--- src/rtl/riscv_pkg.sv ---
// Shared fetch-stage definitions: FSM state encoding, the canonical NOP word
// and the default boot address.
package riscv_pkg;

  typedef enum logic [1:0] {
    ST_BOOT  = 2'd0,
    ST_FETCH = 2'd1,
    ST_EXEC  = 2'd2,
    ST_HALT  = 2'd3
  } fetch_state_t;

  // addi x0, x0, 0
  localparam logic [31:0] NOP_INSTR            = 32'h00000013;
  localparam logic [31:0] DEFAULT_RESET_VECTOR = 32'h00000000;

  // Instruction fetches must land on a 4-byte boundary.
  function automatic logic is_word_aligned(input logic [1:0] low_bits);
    return (low_bits == 2'b00);
  endfunction

endpackage

--- src/rtl/mux2.sv ---
// Generic 2:1 mux: sel = 0 passes in_1, sel = 1 passes in_2.
module mux2 #(
  parameter int W = 32
) (
  input  logic [W-1:0] in_1,
  input  logic [W-1:0] in_2,
  input  logic         sel,
  output logic [W-1:0] out
);

  genvar gi;
  generate
    for (gi = 0; gi < W; gi++) begin : g_bit
      assign out[gi] = sel ? in_2[gi] : in_1[gi];
    end
  endgenerate

endmodule

--- src/rtl/pc_adder.sv ---
// Sequential-PC adder; wraps modulo 2^W with no carry out.
module pc_adder #(
  parameter int W = 32
) (
  input  logic [W-1:0] pc,
  output logic [W-1:0] pc_plus4
);

  localparam logic [W-1:0] STEP = W'(4);

  assign pc_plus4 = pc + STEP;

endmodule

--- src/rtl/pc_fetch_unit.sv ---
// Single-outstanding instruction fetch stage: BOOT -> FETCH <-> EXEC, with a
// sticky HALT on a misaligned jump/branch target.
module pc_fetch_unit
  import riscv_pkg::*;
#(
  parameter logic [31:0] RESET_VECTOR = DEFAULT_RESET_VECTOR,
  parameter int          XLEN         = 32
) (
  input  logic            clk,
  input  logic            rst_n,
  input  logic            stall_i,
  input  logic            pc_sel,
  input  logic [XLEN-1:0] target_addr,
  output logic            imem_req,
  output logic [XLEN-1:0] imem_addr,
  input  logic            imem_ready,
  input  logic [XLEN-1:0] imem_rdata,
  output logic            instr_valid,
  output logic [XLEN-1:0] instr_out,
  output logic [XLEN-1:0] pc_out,
  output logic [XLEN-1:0] pc_plus4,
  output logic            misaligned_err
);

  fetch_state_t    state_reg, state_next;
  logic [XLEN-1:0] pc_reg, pc_next;
  logic [XLEN-1:0] instr_reg, instr_next;
  logic            valid_reg, valid_next;
  logic            err_reg, err_next;
  logic            req_comb;
  logic [XLEN-1:0] sel_addr;

  pc_adder #(.W(XLEN)) u_pc_adder (
    .pc       (pc_reg),
    .pc_plus4 (pc_plus4)
  );

  mux2 #(.W(XLEN)) u_next_pc_mux (
    .in_1 (pc_plus4),
    .in_2 (target_addr),
    .sel  (pc_sel),
    .out  (sel_addr)
  );

  always_ff @(posedge clk or negedge rst_n) begin
    if (!rst_n) begin
      state_reg <= ST_BOOT;
    end else begin
      state_reg <= state_next;
    end
  end

  always_ff @(posedge clk or negedge rst_n) begin
    if (!rst_n) begin
      pc_reg    <= RESET_VECTOR;
      instr_reg <= NOP_INSTR;
      valid_reg <= 1'b0;
      err_reg   <= 1'b0;
    end else begin
      pc_reg    <= pc_next;
      instr_reg <= instr_next;
      valid_reg <= valid_next;
      err_reg   <= err_next;
    end
  end

  always_comb begin
    state_next = state_reg;
    pc_next    = pc_reg;
    instr_next = instr_reg;
    valid_next = valid_reg;
    err_next   = err_reg;
    req_comb   = 1'b0;

    case (state_reg)
      ST_BOOT: begin
        state_next = ST_FETCH;
      end

      ST_FETCH: begin
        req_comb = 1'b1;
        if (imem_ready) begin
          instr_next = imem_rdata;
          valid_next = 1'b1;
          state_next = ST_EXEC;
        end
      end

      ST_EXEC: begin
        if (!stall_i) begin
          valid_next = 1'b0;
          // A misaligned taken target freezes the PC so it still names the
          // instruction that caused the fault.
          if (pc_sel && !is_word_aligned(target_addr[1:0])) begin
            err_next   = 1'b1;
            state_next = ST_HALT;
          end else begin
            pc_next    = sel_addr;
            state_next = ST_FETCH;
          end
        end
      end

      ST_HALT: begin
        valid_next = 1'b0;
      end

      default: begin
        state_next = ST_BOOT;
      end
    endcase
  end

  assign imem_req       = req_comb;
  assign imem_addr      = pc_reg;
  assign pc_out         = pc_reg;
  assign instr_out      = instr_reg;
  assign instr_valid    = valid_reg;
  assign misaligned_err = err_reg;

endmodule

--- config.mk ---
export PLATFORM = sky130hd
export DESIGN_NAME = pc_fetch_unit
export DESIGN_NICKNAME = d
export VERILOG_FILES = /design/src/rtl/riscv_pkg.sv /design/src/rtl/mux2.sv /design/src/rtl/pc_adder.sv /design/src/rtl/pc_fetch_unit.sv
export SDC_FILE = /design/constraint.sdc
export NUM_CORES = 1
export LEC_CHECK = 0
export CAP_MARGIN = 20
export CORE_UTILIZATION = 45
export CTS_BUF_LIST = sky130_fd_sc_hd__clkbuf_4
export CTS_CLUSTER_DIAMETER = 40
export DETAILED_ROUTE_END_ITERATION = 8
export PLACE_DENSITY = 0.86
export SKIP_CTS_REPAIR_TIMING = 1
export SYNTH_ARGS = -nofsm -noshare
export SYNTH_HDL_FRONTEND = slang
export SYNTH_SLANG_ARGS = --single-unit
--- constraint.sdc ---
create_clock -name clk -period 3.55 [get_ports clk]
set_input_delay 0.5325 -clock clk [delete_from_list [all_inputs] [get_ports clk]]
set_output_delay 0.5325 -clock clk [all_outputs]
set_load 0.01 [all_outputs]
==> Word level (Yosys, flattened, before mapping) <==
Index checks and enable logic that the tools add are counted.
{ "word_totals": {"reg_bits": 68, "output_inout_bits": 131} }
{ "op_classes": {"addsub": 1, "eq_ne": 5, "muxes": 40, "bitwise": 2, "reduce_logical": 11} }
{ "op_table": {"columns": ["op", "n"], "rows": [
  ["2-to-1 mux 1 bit", 35],
  ["adder 32 x 3 -> 32 bit, second input constant", 1],
  ["AND reduction 3 bit", 4],
  ["2-to-1 mux 2 bit", 3],
  ["one-hot mux 2 bit (3 select lines)", 1],
  ["nonzero test 3 bit", 2],
  ["== test 2 bit, second input constant", 2],
  ["logical NOT 2 bit", 2],
  ["!= test 2 bit, second input constant", 2],
  ["one-hot mux 1 bit (3 select lines)", 1],
  ["== test 2 x 1 -> 1 bit, second input constant", 1],
  ["inverter 1 bit", 2],
  ["AND reduction 2 bit", 1],
  ["logical AND 1 bit", 1],
  ["logical NOT 1 bit", 1]
]} }

==> Longest topological paths before layout <==
Gate-level depths: netlist of the first run.
{ "depth": {"word_depth": 6, "depth_mapped": 9} }

==> Hierarchy <==
A second synthesis of the first run with hierarchy kept.
{ "hier_totals": {"hier_cells": 314, "hier_area_um2": 4195.3} }
{ "modules_own_cells": {"columns": ["module", "n_inst", "cells_each", "area_each_um2"], "rows": [
  ["pc_fetch_unit", 1, 195, 3070.4],
  ["pc_adder", 1, 83, 580.6],
  ["mux2", 1, 36, 544.3]
]} }

==> Least setup slack after synthesis of the first run <==
OpenSTA, ideal clock, no wires.
{ "synth_timing": {"path_type": "flip-flop to output port", "startpoint": "register pc_reg[2] (netlist: imem_addr[2])", "endpoint": "output port pc_plus4[24]", "arrival_time_ps": 1722, "required_ps": 3017, "setup_slack_ps": 1295, "path_stages_with_launch": 8, "n_path_buf": 1, "cell_sequence": "dfrtp_1 ha_1 nand3_2 nor3_2 buf_4 nand3_4 nor2_1 xor2_1"} }
{ "synth_between": {"elab_chain_cells": 1} }
{ "synth_rtl": {"columns": ["item", "line", "rtl"], "rows": [
  ["from (decl)", "pc_fetch_unit.sv:26", "logic [XLEN-1:0] pc_reg, pc_next;"],
  ["from (signal assigned)", "pc_fetch_unit.sv:60", "pc_reg <= pc_next;"],
  ["adder 32 x 3 -> 32 bit", "pc_adder.sv:11", "assign pc_plus4 = pc + STEP;"],
  ["to (decl)", "pc_fetch_unit.sv:21", "output logic [XLEN-1:0] pc_plus4,"]
]} }
Every way passes these cells.

==> Final worst setup path of the first run <==
{ "layout_timing": {"startpoint": "register pc_reg[2] (netlist: imem_addr[2])", "endpoint": "output port pc_plus4[26]"} }
The elaborated chain is that of the path after synthesis.

==> results of run 1 <==
[cell families after synthesis]
| logic type | share of synthesized area, % |
|---|---|
| AO/OA/AOI/OAI | 12.2 |
| AND/OR/NAND/NOR | 17.4 |
| multiplexers | 9.79 |
| flip-flops | 43.7 |
| adder cells (fa/ha/maj) | 1.28 |
| buffers and inverters | 9.34 |
| XOR/XNOR | 6.29 |
[Yosys cell counts (all sizes together) (7+ instances only)]
cell type	count	area (sq um)
dfrtp	65	1630
clkbuf	12	45.0
xnor2	17	149
xor2	11	96.3
nand2	25	93.8
nor2	12	45.0
a21o	7	52.6
o21ai	16	80.1
a221o	11	110
nand3	10	80.1
buf	42	297
mux2	33	372
nand4	15	121
and3	15	93.8
[cells in the final DEF, fill, tap and decap left out, drive strengths merged, types with 5 or more instances in the layout]
cell / Yosys / final
clkdlybuf4s50: 0 / 198
buf: 42 / 12
a221o: 11 / 11
and3: 15 / 15
nor2: 12 / 12
inv: 6 / 6
dfrtp: 65 / 65
clkbuf: 12 / 11
nand4: 15 / 15
nand2: 25 / 25
a21oi: 5 / 5
a21o: 7 / 7
and2: 5 / 5
a22o: 5 / 5
xnor2: 17 / 17
xor2: 11 / 11
mux2: 33 / 33
o21ai: 16 / 16
nand3: 10 / 10
[worst max-delay path, stage by stage, from the launching register on]
cell             delay, ns
dfrtp_1               0.54
ha_1                  0.32
nand3_2               0.21
nor3_2                0.20
buf_4                 0.22
nand4_1               0.20
xnor2_1               0.21
clkdlybuf4s50_1       0.58
[worst paths after layout]
check                          startpoint             end  cells after the start
setup reg to reg             state_reg[0]   imem_addr[21]                      8
min in group clk           misaligned_err  misaligned_err                      1
hold reg to reg            misaligned_err  misaligned_err                      1
setup / recovery             imem_addr[2]    pc_plus4[26]                      7
hold / removal                      rst_n    imem_addr[2]                      1
max in group asynchronous           rst_n    instr_out[4]                      2
[metrics by stage]
step           power (uW)  hold slack (ns)  setup slack (ns)  instances
2_1_floorplan        2980            0.237              1.30        364
3_5_place_dp         4560            0.472             0.580        625
6_report             4960            0.287             0.129        641
5_1_grt              5250            0.335           0.00932        641
3_3_place_gp         4460            0.464             0.689        625
4_1_cts              5000            0.307             0.132        641
[layer usage]
layer,vias to the layer above,wire (microns)
met3,23,846
met4,0,212
met2,162,6060
met1,1727,4540
met5,-,0
li1,1627,-
[cell type report]
type,instances,area (sq um),area share (%)
clock buffer,11,82.6,1.41
clock inverter,5,30.0,0.511
inverter,6,22.5,0.383
multi-input combinational,236,1830,31.2
sequential,68,1710,29.0
tap,105,131,2.24
timing repair buffer,210,2070,35.2
[power groups by stage]
stage	Clock [uW]	Combinational, uW	Sequential [uW]
3_5_place_dp	0	2910	1650
5_1_grt	476	3080	1690
4_1_cts	443	2920	1630
6_report	430	2890	1640
3_3_place_gp	0	2850	1610
2_1_floorplan	0	1270	1710
==> impl_metrics.py, run 1 <==
metrics = {
    "finish": {
        "nNetsFinal": 604,
        "fin_util_pct": 70.8,
        "area_delta_synth_final_pct": 50.6,
        "n_fill_cell": 598,
        "design_area_sq_um": 5870,
        "n_antenna_cell": 0,
        "layout-drive-gt1-share_pct": 14.7,
    },
    "floorplan": {
        "die_w_microns": 95.1,
        "coreArea_sq_um": 8300,
        "pin_count": 200,
        "placementRows": 33,
        "die_y_microns": 95.1,
        "start_util_pct": 47.0,
        "die_area_sq_um": 9040,
    },
    "timing": {
        "layout_min_cycle_time_ns": 3.42,
        "slew_viol_final": 0,
        "finalCritPeriodShare_pct": 96.4,
        "fmax_ghz": 0.292,
        "timing_hold_violations_final": 0,
        "fin_skew_ns": 0.0155,
        "worst_slew_pin_slew_ns": 1.00,
        "rsz0062_at_grt": "false",
        "slew_headroom_pct": 33.1,
        "finalSetupViolCount": 0,
        "tns_ns": 0,
    },
    "worst_setup_path": {
        "crit_type": "flop to output port",
        "required_ns": 3.02,
        "r2r_slack_ns": 1.16,
        "crit_path_start_kind": "flop",
        "cp.arrival_ns": 2.89,
        "crit_path_end_kind": "output port",
        "crit_fanout": 10,
    },
    "global_routing": {
        "grt_use_met3_pct": 5.42,
        "grt_pass1_wl_microns": 17500,
        "grt_util_met1_pct": 29.5,
        "antenna_found_initial": 0,
        "grt_pass1_vias": 3567,
        "grt_use_met2_pct": 45.9,
        "track_usage_pct": 25.4,
        "grt-busiest-layer": "met2",
        "grt_overflow_total": 0,
        "grt_max_degree": 43,
    },
    "power_and_ir_drop": {
        "seq_power_share_pct": 33.0,
        "clockPowerShare_pct": 8.7,
        "p_leak_uw": 0.00245,
        "p_int_uw": 3070,
        "ir_drop_mv": 0.548,
        "p_sw_share_pct": 38.1,
        "p_comb_share_pct": 58.3,
        "switchingPower_uw": 1890,
        "power.density_nw_per_um2": 845,
    },
    "clocking": {
        "cts.reportedPaths.clkPinSlew_ns": 0.11,
        "clockBufferDepth": 2,
        "cts-htree-levels": 3,
        "cts_buffers": 9,
        "clock_latency_ns": 0.40,
        "root_buffer": "clkbuf_4",
        "cts_tree": "built",
        "cts_sinks": 68,
    },
    "detailed_routing": {
        "firstDrtPassIters": 5,
        "routedWlPerCell_microns": 18.2,
        "wirelength_microns": 11700,
        "drtIter0Drc": 179,
        "ant_nets": 0,
        "dr_total_vias": 3539,
        "drc": 0,
        "viasPerCell": 5.52,
    },
    "place": {
        "dp_hpwl_microns": 8690,
        "placed_area_sq_um": 5760,
        "place_congestion": 0.837,
        "io_buffers": 199,
    },
    "synth": {
        "yosysSeqAreaShare_pct": 43.7,
        "avgSynthCellArea_sq_um": 10.7,
        "yosysWarnings": 0,
        "syn-num-nets": 437,
        "synth-edff-count": 0,
        "syn-cell-area_sq_um": 3900,
        "synthFlopType": "dfrtp_1",
        "synth_cell_types": 53,
        "netlist_instances": 364,
        "ys_seq_elements": 68,
        "synthArstFlopShare_pct": 100,
    },
    "status": {
        "status": "finished clean",
    },
    "min_path": {
        "hold_path.class": "primary input to async pin",
    },
    "flow_run": {
        "maxCapViolations": 0,
    },
}
Power figures use the tool's default switching activity.
==> inputs of run 2 (changes only) <==
--- a/config.mk
+++ b/config.mk
@@ -8,7 +8,7 @@
 export CAP_MARGIN = 20
 export CORE_UTILIZATION = 45
 export CTS_BUF_LIST = sky130_fd_sc_hd__clkbuf_4
-export CTS_CLUSTER_DIAMETER = 40
+export CTS_CLUSTER_DIAMETER = 80
 export DETAILED_ROUTE_END_ITERATION = 8
 export PLACE_DENSITY = 0.86
 export SKIP_CTS_REPAIR_TIMING = 1
==> results of run 2 <==
Final layout, timing and power as in run 1 (identical DEF).
